[src/rtl/controle_buffer_rolhas_pkg.sv]
// Shared definitions for the cork plant: FSM state codes, default buffer sizing and a small helper.
// Reused by the plant controller and the display encoders.
package pkg_rolhas;

    typedef enum logic [1:0] {
        StIdle    = 2'b00,
        StXfer    = 2'b01,
        StLoad    = 2'b10,
        StInvalid = 2'b11
    } estado_e;

    localparam int unsigned MainDepthDef = 20;
    localparam int unsigned SecDepthDef  = 99;
    localparam int unsigned XferQtyDef   = 15;
    localparam int unsigned MinMainDef   = 5;

    function automatic int unsigned min3(input int unsigned a, input int unsigned b,
                                         input int unsigned c);
        int unsigned m;
        m = (a < b) ? a : b;
        return (m < c) ? m : c;
    endfunction

endpackage

[src/rtl/controle_buffer_rolhas_edge.sv]
// Level-to-pulse converter: one-cycle pulse on a rising edge of a level input.
module controle_buffer_rolhas_edge (
    input  logic clk,
    input  logic clr,
    input  logic level,
    output logic pulse
);

    logic prev_q;

    // Resets to 1 so a level already high at reset release is not taken as an edge.
    always_ff @(posedge clk or negedge clr) begin
        if (!clr) begin
            prev_q <= 1'b1;
        end else begin
            prev_q <= level;
        end
    end

    assign pulse = level & ~prev_q;

endmodule

[src/rtl/controle_buffer_rolhas.sv]
// Cork buffer controller: refills the main buffer from the reserve buffer and accepts operator
// loads into the reserve, while the sealer drains the main buffer.
module controle_buffer_rolhas
    import pkg_rolhas::*;
#(
    parameter int unsigned MAIN_DEPTH = MainDepthDef,
    parameter int unsigned SEC_DEPTH  = SecDepthDef,
    parameter int unsigned XFER_QTY   = XferQtyDef,
    parameter int unsigned MIN_MAIN   = MinMainDef,
    localparam int unsigned MW = $clog2(MAIN_DEPTH + 1),
    localparam int unsigned SW = $clog2(SEC_DEPTH + 1)
) (
    input  logic          clk,
    input  logic          clr,
    input  logic          enable,
    input  logic          seal,
    input  logic          op_load,
    input  logic [SW-1:0] op_qty,
    output logic [MW-1:0] main_count,
    output logic [SW-1:0] sec_count,
    output logic [1:0]    state,
    output logic          ro,
    output logic          op_reject,
    output logic          xfer_done
);

    estado_e       state_q, state_d;
    logic [MW-1:0] main_q, main_d;
    logic [SW-1:0] sec_q, sec_d;
    logic [SW-1:0] n_q, n_d;
    logic          load_edge;
    logic          xfer_cond, load_ok, inc, dec;

    controle_buffer_rolhas_edge u_edge (
        .clk   (clk),
        .clr   (clr),
        .level (op_load),
        .pulse (load_edge)
    );

    assign xfer_cond = enable && (32'(main_q) <= MIN_MAIN) && (sec_q != '0);
    assign load_ok   = (op_qty != '0) && ((32'(sec_q) + 32'(op_qty)) <= SEC_DEPTH);
    assign dec       = seal && (main_q != '0);

    always_comb begin
        state_d   = state_q;
        n_d       = n_q;
        sec_d     = sec_q;
        inc       = 1'b0;
        op_reject = 1'b0;
        xfer_done = 1'b0;
        case (state_q)
            StIdle: begin
                if (xfer_cond) begin
                    state_d   = StXfer;
                    n_d       = SW'(min3(XFER_QTY, 32'(sec_q), MAIN_DEPTH - 32'(main_q)));
                    op_reject = load_edge;
                end else if (load_edge) begin
                    if (enable && load_ok) begin
                        state_d = StLoad;
                        n_d     = op_qty;
                    end else begin
                        op_reject = 1'b1;
                    end
                end
            end
            StXfer: begin
                inc       = 1'b1;
                sec_d     = sec_q - 1'b1;
                n_d       = n_q - 1'b1;
                op_reject = load_edge;
                if (n_q <= SW'(1)) begin
                    xfer_done = 1'b1;
                    state_d   = StIdle;
                end
            end
            StLoad: begin
                sec_d     = sec_q + 1'b1;
                n_d       = n_q - 1'b1;
                op_reject = load_edge;
                if (n_q <= SW'(1)) begin
                    state_d = StIdle;
                end
            end
            default: begin
                state_d   = StIdle;
                n_d       = '0;
                op_reject = load_edge;
            end
        endcase

        // A seal coinciding with a transfer increment leaves main unchanged.
        case ({inc, dec})
            2'b10:   main_d = main_q + 1'b1;
            2'b01:   main_d = main_q - 1'b1;
            default: main_d = main_q;
        endcase
    end

    always_ff @(posedge clk or negedge clr) begin
        if (!clr) begin
            state_q <= StIdle;
            main_q  <= '0;
            sec_q   <= '0;
            n_q     <= '0;
        end else begin
            state_q <= state_d;
            main_q  <= main_d;
            sec_q   <= sec_d;
            n_q     <= n_d;
        end
    end

    assign main_count = main_q;
    assign sec_count  = sec_q;
    assign state      = state_q;
    assign ro         = (main_q == '0);

endmodule

[config.mk]
export PLATFORM = sky130hd
export DESIGN_NAME = controle_buffer_rolhas
export DESIGN_NICKNAME = d
export VERILOG_FILES = /design/src/rtl/controle_buffer_rolhas_pkg.sv /design/src/rtl/controle_buffer_rolhas_edge.sv /design/src/rtl/controle_buffer_rolhas.sv
export SDC_FILE = /design/constraint.sdc
export NUM_CORES = 1
export LEC_CHECK = 0
export ABC_AREA = 1
export CELL_PAD_IN_SITES_DETAIL_PLACEMENT = 0
export CELL_PAD_IN_SITES_GLOBAL_PLACEMENT = 1
export CORE_MARGIN = 5
export CORE_UTILIZATION = 40
export DETAILED_ROUTE_END_ITERATION = 7
export PLACE_DENSITY = 0.78
export SLEW_MARGIN = 15
export SYNTH_ARGS = -nofsm -noshare
export SYNTH_HDL_FRONTEND = slang
export SYNTH_SLANG_ARGS = --single-unit
[constraint.sdc]
create_clock -name clk -period 3.1 [get_ports clk]
set_clock_uncertainty 0.15 [all_clocks]
set_input_delay 0.465 -clock clk [delete_from_list [all_inputs] [get_ports clk]]
set_output_delay 0.465 -clock clk [all_outputs]
set_load 0.02 [all_outputs]
# Word-level counts from Yosys, hierarchy flattened
# Index checks and enable logic that the tools add are counted.
# totals
register_bits	22
inputBits	12
out_inout_bits	17
wordCells	61
# op_classes
addsub	7
n_lt_le_gt_ge	5
eq_ne	7
muxes	20
bitwise	2
n_reduce_logical	15
# op_table
operator	n
$mux 7	5
$lt 7x32->1	1
$pmux 7 s2	2
$reduce_bool 7->1	2
$sub 7x1->7 const B	2
$pmux 5 s2	1
$add 7x7->8	1
$le 8x7->1 const B	1
$mux 2	4
$add 7x1->7 const B	1
$le 7x1->1 const B	1
$lt 4x7->1 const A	1
$mux 1	7
$ne 3x3->1 const B	2
$sub 5x5->6 const A	1
$add 5x1->5 const B	1
$le 5x3->1 const B	1
$logic_and 1x1->1	5
$logic_not 5->1	1
$reduce_bool 5->1	1
$sub 5x1->5 const B	1
$eq 2x1->1 const B	2
$eq 2x2->1 const B	2
$pmux 2 s2	1
8 further kinds	9

# Depth between registers and ports, before layout
# depth
depth_word	8
ltp_mapped	16
depth_no_buf	16

# Hierarchy
# A second synthesis with hierarchy kept.
# unflattened
hier_cells	340
hier_area_um2	2293.4
# modules_own_cells
mod	n_inst	cells_per_inst	area_per_inst_um2
controle_buffer_rolhas	1	337	2257.2
controle_buffer_rolhas_edge	1	3	36.3

# Worst setup path after synthesis
# No wires, ideal clock.
# synth_timing
path_type	reg2reg
startpoint	register main_q[0] (netlist: main_count[0])
endpoint	register main_q[4] (netlist: main_count[4])
setup_ps	136
arrival_time_ps	2482
required_time_ps	2814
path_slack_ps	332
path_stages_with_launch	15
period_less_slack_ps	2768
cell_sequence	dfrtp_1 inv_2 ha_1 nand3_1 nor2_1 nor2_1 ha_1 ha_1 nand2_1 nor2_1 a211oi_1 nand2_1 nand2_1 nor2_1 xor2_1
# synth_via
elab_chain_len	4
elab_cells_between_ends	8
# synth_lines
element	line_no	rtl
start: declaration	controle_buffer_rolhas.sv:28	logic [MW-1:0] main_q, main_d;
start signal: assignment	controle_buffer_rolhas.sv:108	main_q <= main_d;
branches (longest 4 deep; another with $sub 5x1->5)	n/a	
# Several ways; the timed one is not identified.
# A chain may end at the register's enable or synchronous reset.

# Worst setup path in the final report
# layout_timing
startpoint	input port op_qty[0]
endpoint	output port op_reject
# layout_via
elab_chain_len	8
elab_cells_between_ends	9
# layout_lines
element	line_no	rtl
start: declaration	controle_buffer_rolhas.sv:18	input logic [SW-1:0] op_qty,
$add 7x7->8	controle_buffer_rolhas.sv:42	assign load_ok = (op_qty != '0) && ((32'(sec_q) + 32'(op_qty)) <= SEC_DEPTH);
$le 8x7->1	controle_buffer_rolhas.sv:42	
$logic_and 1x1->1 (*)	controle_buffer_rolhas.sv:42	
$logic_and 1x1->1 (*)	controle_buffer_rolhas.sv:59	if (enable && load_ok) begin
$mux 1 (*)	controle_buffer_rolhas.sv:59	
$mux 1 (*)	controle_buffer_rolhas.sv:58	end else if (load_edge) begin
$mux 1 (*)	controle_buffer_rolhas.sv:54	if (xfer_cond) begin
$mux 1 (*)	controle_buffer_rolhas.sv:52	case (state_q)
end: declaration	controle_buffer_rolhas.sv:23	output logic op_reject,
# Every way passes the cells marked *; elsewhere a longest branch is shown, timed or not.

==> metrics.md <==
| Metric | Value |
|---|---|
| Deepest clock path buffer count | 2 |
| Crit path cell chain | clkdlybuf4s50_1 -> ha_1 -> inv_1 -> fa_2 -> inv_2 -> nand2_1 -> nand2_1 -> nand2_1 -> nand2_1 -> nand3_1 -> nand3_2 -> nand3_2 -> nand2_1 -> inv_1 -> buf_4 |
| Buffers plus inverters on the worst setup path | 5 |
| Final WL | 5700 um |
| Initial Util | 0.414 |
| Mapped Area | 2310 um2 |
| H-tree depth | 1 |
| Clock transition at path regs | 80 ps |
| Post-DRT Antenna Nets | 0 |
| Area leader, netlist | dfrtp_1 |
| Die ar. | 7390 um2 |
| Total of max-cap violations | 0 |
| Per-cell routed wire length | around 12 um |
| Hold buffers post-CTS | 0 |
| Synth warnings | 0 |
| GRT Util Overall | 0.166 |
| Number of global-route vias before repair | 2144 |
| CORE AREA | 5570 um2 |
| Slowest cell on the critical path | clkdlybuf4s50_1 |
| First-pass GRT wire length | 9990 um |
| Pwr/cell area | around 1300 nW/um2 |
| Crit-path leading delay family | buffers and inverters |
| Ys async rst share | 1.00 |
| HPWL after DPL | 4740 um |
| Dpl ws | -320 ps |
| Fmax | 0.336 GHz |
| Main area contributors after synthesis | dfrtp_1 23%, nand2_1 16%, ha_1 16% |
| Final slew viol count | 0 |
| Setup TNS | 0 ps |
| Placer Congestion | 0.828 |
| HP Class | reg2reg |
| Antenna violations before repair | 0 |
| Count of final hold-check violations | 0 |
| CP most frequent cell | nand2_1 |
| Sequential area share after synthesis | 0.239 |
| RSZ-0062 raised after global routing | no |
| Worst setup SP type | input pin |
| Share of post-route cells with drive strength above 1 | 0.129 |
| Fill cells | 587 |
| Clock tree from TritonCTS | built |
| Ports | 29 |
| CP Max Fanout | 2 |
| Cells after DPL | 461 |
| Top FF cell, synth | dfrtp_1 |
| Crit Path Class | in2out |
| Clock Sinks | 22 |
| Largest net degree at the start of global routing | 23 |
| Routed vias | 2167 |
| CP peak stage delay | between 400 and 500 ps |
| Detailed Routing Iterations Pass 1 | 4 |
| LEAKAGE | 1.55 nW |
| Nets | 439 |
| Number of flops mapped to enable cells by yosys | 0 |
| Seq cells post-synth | 22 |
| Critical path required time | 2480 ps |
| Final Non-Filler Cells | 466 |
| DR vias/cell | 4.65 |
| Die width | approximately 86 um |
| # port buffers | 28 |
| Status | completed |
| GR Overflow Total | 0 |
| Period utilisation layout | 0.960 |
| Commonest non-fill, non-tap cells in the layout | 101 x nand2_1, 58 x inv_1, 29 x ha_1, 27 x clkdlybuf4s50_1, 26 x nor2_1 |
| Yosys cell types | 31 |
| Avg Cell Area, Syn | 6.77 um2 |
| Rows | 27 |
| Total power | 0.00371 W |
| Antenna Cells | 0 |
| Setup WS post-layout | approximately 120 ps |
| Area grow syn2layout | 26.4% |
| Most common cell after layout, fill and taps aside | nand2_1 |
| Worst-Skew Late Latency | 260 ps |
| Die H | 86.0 um |
| CP endpoint kind | output pin |
| Worst Path Arrival | about 2400 ps |
| Min Tclk post-route | 2980 ps |
| CTS Root Cell | clkbuf_8 |
| Synth top area share | 0.228 |
| Initial DRC count | between 50 and 60 |
| Finished Core Util | 0.523 |
| Post-Synthesis Cells | 341 |
| Inserted Clock Buffers | 3 |
| # setup viols final | 0 |
| DR DRC count | 0 |
| Peak supply drop | 636 uV |
-- logic make-up after synthesis --
kind of cell,count (synthesis),synth area share
AO/OA/AOI/OAI,40,0.108
AND/OR/NAND/NOR,170,0.320
XOR/XNOR,10,0.0379
adder cells (fa/ha/maj),32,0.183
flip-flops,22,0.239
other,1,0.00162
buffers and inverters,66,0.109
-- worst reg2reg max path, stage by stage, from the launching register on --
cell and delay (ps):
dfrtp_1 430, inv_2 130, ha_1 220, nand3_1 90, nor2_1 130, nor2_1 70, ha_1 240, ha_1 340
nand2_1 80, nor2_1 40, a211oi_1 230, nor2_1 70, nor2_1 160, xor2_1 150
-- per-layer routing --
layer / wire length [um] / up-vias / GRT usage
li1: - / 1184 / -
met1: 2890 / 952 / 0.233
met2: 2570 / 25 / 0.268
met3: 180 / 6 / 0.0279
met4: 60 / 0 / 0.0345
met5: 0 / - / 0
-- per-stage QoR --
step	hold WS [ps]	cell area, um2
6_report	342	2920
3_5_place_dp	324	2830
5_1_grt	388	2920
2_1_floorplan	19.4	2310
4_1_cts	345	2900
3_3_place_gp	316	2830
-- path summary, 6_finish.rpt --
path | from | to | slack [ps] | cells after the start
setup / recovery | op_qty[0] | op_reject | 120 | 15
hold / removal | n_q[6] | n_q[6] | 340 | 2
setup reg to reg | main_count[1] | main_count[4] | 500 | 13
hold reg to reg | n_q[6] | n_q[6] | 340 | 2
max in group asynchronous | clr | u_edge.prev_q | 2110 | 2
min in group asynchronous | clr | sec_count[5] | 390 | 2
-- area by class of cell --
class                   count  area, um2  share of cell area
inverters                  65        249              0.0853
well taps                  72       90.1              0.0309
clock inverters             1       30.0              0.0103
flip-flops and latches     22        552               0.189
repair buffers             49        435               0.149
multi-input cells         254       1520               0.521
clock buffers               3       41.3              0.0142
-- synth_stat cells, types with 2 or more instances --
library cell and number:
xor2_1 7, ha_1 29, or2_4 2, nand4_1 6, nand2_4 2, nor3_1 4
nand3b_1 2, o21ai_0 16, dfrtp_1 21, nand3_2 2, a21oi_4 2, o22ai_1 4
inv_1 59, nand2_2 3, a21oi_1 13, nand2_1 101, xnor2_1 3, inv_2 5
nor2_1 26, fa_1 3, nand3_1 21
-- report_power, final --
part	internal (W)	total, W	switching [W]	leakage, nW
Clock	0.000172	0.000272	0.0000997	0.0357
Combinational	0.00116	0.00283	0.00167	1.25
Sequential	0.000444	0.000604	0.000160	0.267
Total	0.00178	0.00371	0.00193	1.55
-- state kept, by name, summed over array words and instances (netlist names) --
register,count
u_edge.prev_q,1
sec_count,7
state,2
n_q,7
main_count,5
-- repair_timing --
action / 4_1_cts / 5_1_grt
endpoints found under the setup margin: 1 / 1
hold endpoints to repair: 0 / 0
cloned: 0 / 0
pin swaps: 0 / 2
buffers inserted: 0 / 1
resized for setup: 3 / 6
Note: power is estimated with default switching activity, not from simulation.
